### config.mk
export PLATFORM = sky130hd
export DESIGN_NAME = or5_request_arbiter_flat
export DESIGN_NICKNAME = d
export VERILOG_FILES = /design/src/rtl/or5_request_arbiter_pkg.sv /design/src/rtl/or5_request_arbiter_if.sv /design/src/rtl/or5_request_arbiter_pick.sv /design/src/rtl/or5_request_arbiter.sv /design/src/flat_wrapper.sv
export SDC_FILE = /design/constraint.sdc
export NUM_CORES = 1
export LEC_CHECK = 0
export BUFFER_PORTS_ARGS = -buffer_cell sky130_fd_sc_hd__buf_2
export CAP_MARGIN = 20
export CORE_MARGIN = 2
export CORE_UTILIZATION = 54
export CTS_CLUSTER_SIZE = 12
export DETAILED_ROUTE_END_ITERATION = 16
export PLACE_DENSITY = 0.85
export SKIP_LAST_GASP = 1
export SLEW_MARGIN = 20
export SYNTH_ARGS = -nofsm -noshare
export SYNTH_HDL_FRONTEND = slang
export SYNTH_SLANG_ARGS = --single-unit
### constraint.sdc
create_clock -name GlobalClock -period 4.1 [get_ports GlobalClock]
set_input_delay 0.615 -clock GlobalClock [delete_from_list [all_inputs] [get_ports GlobalClock]]
set_output_delay 0.615 -clock GlobalClock [all_outputs]
set_load 0.02 [all_outputs]
### src/rtl/or5_request_arbiter_pkg.sv
// Shared constants and types for the five-way round-robin request arbiter.
package or5_request_arbiter_pkg;

  localparam int NUM_REQ = 5;
  localparam int IDX_W   = 3;

  typedef enum logic [1:0] {
    ST_IDLE = 2'd0,
    ST_BUSY = 2'd1,
    ST_GAP  = 2'd2
  } state_e;

endpackage

### src/rtl/or5_request_arbiter_if.sv
// Request/grant bundle between the five requesting stages and the arbiter.
interface or5_request_arbiter_if;
  import or5_request_arbiter_pkg::*;

  logic [NUM_REQ-1:0] Req;
  logic               Done;
  logic [NUM_REQ-1:0] Grant;
  logic               GrantValid;
  logic [IDX_W-1:0]   GrantIndex;
  logic               AnyRequest;
  logic               Timeout;

  // The requester side drives requests and the owner's completion pulse.
  modport master (
    output Req, Done,
    input  Grant, GrantValid, GrantIndex, AnyRequest, Timeout
  );

  modport slave (
    input  Req, Done,
    output Grant, GrantValid, GrantIndex, AnyRequest, Timeout
  );

endinterface

### src/rtl/or5_request_arbiter_pick.sv
// Rotated priority scan: first set request at or after ptr, wrapping 4 -> 0.
module rr_priority_pick5
  import or5_request_arbiter_pkg::*;
(
  input  logic [NUM_REQ-1:0] r,
  input  logic [IDX_W-1:0]   ptr,
  output logic               found,
  output logic [IDX_W-1:0]   index
);

  logic [IDX_W:0] cand;

  always_comb begin
    // NOTE: every output gets a default first so no path leaves it unassigned (no latch).
    found = 1'b0;
    index = '0;
    cand  = '0;
    for (int off = 0; off < NUM_REQ; off++) begin
      cand = {1'b0, ptr} + (IDX_W + 1)'(off);
      if (cand >= (IDX_W + 1)'(NUM_REQ)) cand = cand - (IDX_W + 1)'(NUM_REQ);
      if (!found && r[cand[IDX_W-1:0]]) begin
        found = 1'b1;
        index = cand[IDX_W-1:0];
      end
    end
  end

endmodule

### src/rtl/or5_request_arbiter.sv
// Round-robin arbiter for five requesters with polarity mask, hold limit
// and a mandatory one-cycle gap between grants.
module or5_request_arbiter
  import or5_request_arbiter_pkg::*;
#(
  parameter logic [NUM_REQ-1:0] BubblesMask = '0,
  parameter logic [7:0]         MaxHold     = 8'd0
) (
  input  logic                  GlobalClock,
  input  logic                  Reset,
  or5_request_arbiter_if.slave  bus
);

  state_e             state_q, state_d;
  logic [IDX_W-1:0]   ptr_q, ptr_d;
  logic [7:0]         holdcnt_q, holdcnt_d;
  logic [NUM_REQ-1:0] grant_q, grant_d;
  logic               grant_valid_q, grant_valid_d;
  logic [IDX_W-1:0]   grant_index_q, grant_index_d;
  logic               any_request_q, any_request_d;
  logic               timeout_q, timeout_d;

  logic [NUM_REQ-1:0] r;
  logic               pick_found;
  logic [IDX_W-1:0]   pick_idx;
  logic               owner_req;
  logic               max_hit;

  assign r = bus.Req ^ BubblesMask;

  rr_priority_pick5 u_pick (
    .r     (r),
    .ptr   (ptr_q),
    .found (pick_found),
    .index (pick_idx)
  );

  assign owner_req = r[grant_index_q];
  assign max_hit   = (MaxHold != 8'd0) && (holdcnt_q == MaxHold);

  always_comb begin
    state_d       = state_q;
    ptr_d         = ptr_q;
    holdcnt_d     = holdcnt_q;
    grant_d       = grant_q;
    grant_valid_d = grant_valid_q;
    grant_index_d = grant_index_q;
    any_request_d = |r;
    timeout_d     = 1'b0;

    case (state_q)
      ST_IDLE: begin
        if (pick_found) begin
          grant_d       = NUM_REQ'(1) << pick_idx;
          grant_index_d = pick_idx;
          grant_valid_d = 1'b1;
          holdcnt_d     = 8'd1;
          state_d       = ST_BUSY;
        end
      end
      ST_BUSY: begin
        if (bus.Done || !owner_req || max_hit) begin
          grant_d       = '0;
          grant_valid_d = 1'b0;
          ptr_d         = (grant_index_q == IDX_W'(NUM_REQ - 1)) ? '0 : grant_index_q + IDX_W'(1);
          holdcnt_d     = 8'd0;
          state_d       = ST_GAP;
          // Timeout flags only revocations the owner did not ask for.
          timeout_d     = max_hit && !bus.Done && owner_req;
        end else if (holdcnt_q != 8'hFF) begin
          holdcnt_d = holdcnt_q + 8'd1;
        end
      end
      ST_GAP:  state_d = ST_IDLE;
      default: state_d = ST_IDLE;
    endcase
  end

  // NOTE: sequential state uses non-blocking assignments so all flops update together.
  always_ff @(posedge GlobalClock or negedge Reset) begin
    if (!Reset) begin
      state_q       <= ST_IDLE;
      ptr_q         <= '0;
      holdcnt_q     <= '0;
      grant_q       <= '0;
      grant_valid_q <= 1'b0;
      grant_index_q <= '0;
      any_request_q <= 1'b0;
      timeout_q     <= 1'b0;
    end else begin
      state_q       <= state_d;
      ptr_q         <= ptr_d;
      holdcnt_q     <= holdcnt_d;
      grant_q       <= grant_d;
      grant_valid_q <= grant_valid_d;
      grant_index_q <= grant_index_d;
      any_request_q <= any_request_d;
      timeout_q     <= timeout_d;
    end
  end

  assign bus.Grant      = grant_q;
  assign bus.GrantValid = grant_valid_q;
  assign bus.GrantIndex = grant_index_q;
  assign bus.AnyRequest = any_request_q;
  assign bus.Timeout    = timeout_q;

endmodule

### src/flat_wrapper.sv
// flat-port wrapper written by rule: the top's interface ports become plain ports
module or5_request_arbiter_flat import or5_request_arbiter_pkg::*;
#(
  parameter logic [NUM_REQ-1:0] BubblesMask = '0,
  parameter logic [7:0]         MaxHold     = 8'd0
)
  (GlobalClock, Reset, bus_Req, bus_Done, bus_Grant, bus_GrantValid, bus_GrantIndex, bus_AnyRequest, bus_Timeout);
  or5_request_arbiter_if bus_i ();
  input  logic GlobalClock;
  input  logic Reset;
  input wire logic [$bits(bus_i.Req)-1:0] bus_Req;
  input wire logic [$bits(bus_i.Done)-1:0] bus_Done;
  output wire logic [$bits(bus_i.Grant)-1:0] bus_Grant;
  output wire logic [$bits(bus_i.GrantValid)-1:0] bus_GrantValid;
  output wire logic [$bits(bus_i.GrantIndex)-1:0] bus_GrantIndex;
  output wire logic [$bits(bus_i.AnyRequest)-1:0] bus_AnyRequest;
  output wire logic [$bits(bus_i.Timeout)-1:0] bus_Timeout;
  assign bus_i.Req = bus_Req;
  assign bus_i.Done = bus_Done;
  assign bus_Grant = bus_i.Grant;
  assign bus_GrantValid = bus_i.GrantValid;
  assign bus_GrantIndex = bus_i.GrantIndex;
  assign bus_AnyRequest = bus_i.AnyRequest;
  assign bus_Timeout = bus_i.Timeout;
  or5_request_arbiter #(.BubblesMask(BubblesMask), .MaxHold(MaxHold)) u_core (.GlobalClock(GlobalClock), .Reset(Reset), .bus(bus_i));
endmodule
==> impl_results.rst <==
.. list-table::
   :header-rows: 1

   * - Metric
     - Value
   * - Run status
     - finished, final reports clean
   * - Number of I/O port buffers
     - 17
   * - Floorplan Core Area
     - 0.00308 mm²
   * - Vias per std cell
     - 6.46
   * - Worst hold slack
     - between 150 and 200 ps
   * - Worst slew margin relative to its limit
     - 65.2%
   * - Buffers inserted during post-CTS setup optimization
     - 0
   * - Adder and majority cell fraction of the synthesized area
     - 8.22%
   * - Average wire per standard cell
     - roughly 18 µm
   * - CP cell instances
     - ha_1 > inv_1 > fa_1 > or4_1 > a32o_1 > a31oi_1 > buf_4 > o21ai_1 > or3_1 > a31oi_2 > nor2_1 > a22o_1
   * - Synth Area in Simple Gates
     - 20.7%
   * - Total congestion overflow after global routing
     - 0
   * - Cells after Synth
     - 211
   * - Pin count of the biggest net entering global routing
     - 27
   * - Avg Inst Size Synth
     - 8.37 µm²
   * - Yosys Warn Count
     - 0
   * - Prevailing post-synth register cell
     - sky130_fd_sc_hd__dfrtp_1
   * - Fraction of synthesized area in multiplexers
     - 10.7%
   * - Initial Utilization
     - 57.4%
   * - Setup Skew
     - 12.9 ps
   * - Total wirelength of the detailed-routed design
     - 4720 µm
   * - Minimum period implied by the final worst setup slack
     - 3530 ps
   * - Type of destination of the critical path
     - register
   * - DRC viols
     - 0
   * - Cell depth of the worst setup path
     - 12
   * - Final slew viol count
     - 0
   * - Slowest Stage Delay on Critical Path
     - 590 ps
   * - Gp weighted congestion
     - 0.949
   * - Placed Instances
     - between 200 and 300
   * - Highest clock frequency the design can meet
     - 283 MHz
   * - Depth of the worst register-to-register path
     - 12
   * - Main area contributors after synthesis
     - sky130_fd_sc_hd__dfrtp_1 21%, sky130_fd_sc_hd__ha_1 7.1%, sky130_fd_sc_hd__mux4_2 3.8%, sky130_fd_sc_hd__nand2_1 3.6%, sky130_fd_sc_hd__nor2_1 3.2%
   * - Die width
     - 61.2 µm
   * - Most frequent cells in the layout
     - 17 x sky130_fd_sc_hd__nand2_1, 17 x sky130_fd_sc_hd__buf_2, 15 x sky130_fd_sc_hd__nor2_1, 15 x sky130_fd_sc_hd__dfrtp_1, 12 x sky130_fd_sc_hd__inv_1
   * - Clock-pin slew of the registers on the worst-case setup and hold paths
     - 100 ps
   * - RSZ-0062 raised after global routing
     - no
   * - Die area
     - 0.00374 mm²
   * - Iteration count of the initial detailed-routing pass
     - 4
   * - Core Rows
     - 20
   * - Classification of the worst-slack hold path
     - in -> async
   * - R2R Path Start
     - u_core.ptr_q[1]
   * - Clock latency reported for the late side of the worst-skew pair
     - 310 ps
   * - Number of nets still failing antenna checks after routing
     - 0
   * - Maximum clock path buffer count
     - 2
   * - Flop and latch count out of synthesis
     - 15
   * - Cts-stage hold buffer count
     - 0
   * - Category of the worst setup path launch point
     - register
   * - Critical path origin
     - u_core.ptr_q[1]
   * - Number of nets in the synthesized netlist
     - between 200 and 250
   * - Global-route wire length before repair
     - 8000 µm
   * - Number of failing setup endpoints in the final timing report
     - 0
   * - Capturing instance or port of the critical path
     - u_core.bus.Grant[0]
   * - EDFF count, synth
     - 0
   * - TritonCTS clock tree
     - done
   * - Register area
     - 375 µm²
   * - Number of maximum-capacitance violations
     - 0
   * - Overall Global Routing Usage
     - 29.0%
   * - Xor and xnor fraction of the mapped netlist area
     - about 2.5%
   * - FF-to-FF setup slack
     - 570 ps
   * - Critical path's top delay family
     - simple AND/OR/NAND/NOR gates
   * - Endpoint arrival time on the critical path
     - 3740 ps
   * - Compound-Gate Fraction of Synth Area
     - 29.1%
   * - Placed wire-length estimate
     - 3340 µm
   * - Finished Core Util
     - approximately three fifths
   * - Summed instance area of the synthesized netlist
     - 0.00177 mm²
   * - Iteration-0 DRC Markers
     - between 100 and 150
   * - Count of boundary I/O pins
     - 19
   * - Vias in the first global route
     - 1662
   * - Signed area change from the synthesized netlist to the final layout
     - 7.87%
   * - Synth top area share
     - 21.3%
   * - Critical path peak fanout
     - 9
   * - Standard cell with the maximum stage delay on the critical path
     - sky130_fd_sc_hd__dfrtp_1
   * - CTS Buf Count
     - 3
   * - Final worst-path cycle share
     - 86.1%
   * - Multi-input gate area in the final layout
     - 0.00126 mm²
   * - Number of buffers and inverters on the critical path
     - 2
   * - Number of hold violations in the final report
     - 0
   * - Total clock sinks
     - 15
   * - Filler cell count
     - 283
   * - Final total negative setup slack
     - 0 ps
   * - Post-synthesis cell type with the largest combined area
     - sky130_fd_sc_hd__dfrtp_1
   * - Largest family of logic cells by synthesized area
     - compound AO/OA/AOI/OAI gates
   * - Total number of vias
     - 1731
   * - Worst-margin pin slew
     - 518 ps
   * - Sequential-to-total area share from yosys stat
     - 21.3%
   * - Buffer cell driving the clock tree root
     - sky130_fd_sc_hd__clkbuf_4
   * - Initial antenna violation count
     - 0
   * - Critical Setup Path Class
     - reg -> reg
   * - Maximum level of the CTS H-tree
     - 1
   * - Distinct cell type count after synthesis
     - 63
   * - Number of cells in the finished layout apart from fillers
     - 268
   * - Height of the chip
     - 61.2 µm
   * - Worst path required time
     - 4310 ps
   * - Fraction of final layout cells sized beyond drive strength 1
     - between 20 and 25%
   * - Proportion of register bits with asynchronous set or reset after synthesis
     - 100%
   * - Final net count
     - 244
   * - Diodes inserted
     - 0
   * - Capture point of the worst reg-to-reg path
     - u_core.bus.Grant[0]
   * - PostCTS Resize Cnt
     - 0
-- kinds of logic after synthesis --
kind of cell    after synthesis
compound gates               69
xor+xnor                      5
fa+ha+maj                    11
buf+inv                      28
flops                        15
mux                          13
other cells                   1
simple gates                 69
-- layout make-up --
class                      count  area share (%)
clock buffer                   3            1.18
multi-input combinational    168            66.2
clock inverter                 1           0.263
timing repair buffer          23            6.83
tap                           44            2.89
sequential                    15            19.7
inverter                      14            2.89
-- worst min-delay path by stage --
stage	startpoint	endpoint
floorplan	Reset	u_core.bus.AnyRequest
global placement	u_core.bus.GrantValid	u_core.bus.GrantValid
detailed placement	u_core.bus.GrantValid	u_core.bus.GrantValid
CTS	Reset	u_core.bus.AnyRequest
global route	Reset	u_core.bus.AnyRequest
finish	Reset	u_core.bus.Grant[3]
-- worst reg2reg max path, stage by stage (launching register included) --
cell	delay [ps]
sky130_fd_sc_hd__dfrtp_1	590
sky130_fd_sc_hd__ha_1	250
sky130_fd_sc_hd__inv_1	50
sky130_fd_sc_hd__fa_1	440
sky130_fd_sc_hd__or4_1	500
sky130_fd_sc_hd__a32o_1	280
sky130_fd_sc_hd__a31oi_1	140
sky130_fd_sc_hd__buf_4	170
sky130_fd_sc_hd__o21ai_1	120
sky130_fd_sc_hd__or3_1	380
sky130_fd_sc_hd__a31oi_2	250
sky130_fd_sc_hd__nor2_1	90
sky130_fd_sc_hd__a22o_1	180
-- stage by stage --
stage          area, µm²  worst slack, ps
2_1_floorplan       1770              673
3_3_place_gp        1880              655
3_5_place_dp        1880              617
4_1_cts             1900              609
5_1_grt             1900              302
6_report            1900              569
-- Yosys cell counts, types with 2 or more instances --
cell type / n
sky130_fd_sc_hd__buf_4: 3
sky130_fd_sc_hd__o2111ai_1: 3
sky130_fd_sc_hd__a2111oi_0: 2
sky130_fd_sc_hd__mux4_2: 3
sky130_fd_sc_hd__nor4b_1: 3
sky130_fd_sc_hd__dfrtp_1: 15
sky130_fd_sc_hd__a211o_1: 3
sky130_fd_sc_hd__a32o_1: 2
sky130_fd_sc_hd__ha_1: 10
sky130_fd_sc_hd__nand4_1: 2
sky130_fd_sc_hd__nand2b_1: 3
sky130_fd_sc_hd__nor2b_1: 3
sky130_fd_sc_hd__clkbuf_1: 3
sky130_fd_sc_hd__and3_1: 2
sky130_fd_sc_hd__o21ai_0: 9
sky130_fd_sc_hd__a21o_1: 4
sky130_fd_sc_hd__nor3b_1: 3
sky130_fd_sc_hd__or2_1: 2
sky130_fd_sc_hd__o21a_1: 2
sky130_fd_sc_hd__inv_1: 12
sky130_fd_sc_hd__a211oi_1: 5
sky130_fd_sc_hd__xnor2_1: 5
sky130_fd_sc_hd__o211ai_1: 3
sky130_fd_sc_hd__nand2_1: 17
sky130_fd_sc_hd__o21ai_1: 3
sky130_fd_sc_hd__mux2_2: 4
sky130_fd_sc_hd__nor4_1: 3
sky130_fd_sc_hd__or2_2: 3
sky130_fd_sc_hd__buf_2: 7
sky130_fd_sc_hd__a31oi_1: 3
sky130_fd_sc_hd__nor3_1: 6
sky130_fd_sc_hd__or3_1: 2
sky130_fd_sc_hd__a221o_1: 2
sky130_fd_sc_hd__mux2i_1: 5
sky130_fd_sc_hd__a21oi_1: 10
sky130_fd_sc_hd__a311oi_1: 2
sky130_fd_sc_hd__o31ai_2: 2
sky130_fd_sc_hd__nor2_1: 15
-- state kept, by name, summed over array words and instances (netlist names) --
signal                 cells
u_core.state_q             2
u_core.bus.GrantIndex      3
u_core.bus.Grant           5
u_core.ptr_q               3
u_core.bus.GrantValid      1
u_core.bus.AnyRequest      1
-- metal layers --
| metal | track usage [%] | part of all wire [%] |
|---|---|---|
| met1 | 39.4 | 42 |
| met2 | 45.4 | 47 |
| met3 | 5.04 | 8.1 |
| met4 | 13.0 | 2.6 |
| met5 | 0 | 0 |
Power is not shown: default switching activity piles up to over one toggle a cycle in this logic, so the estimate is an artifact.
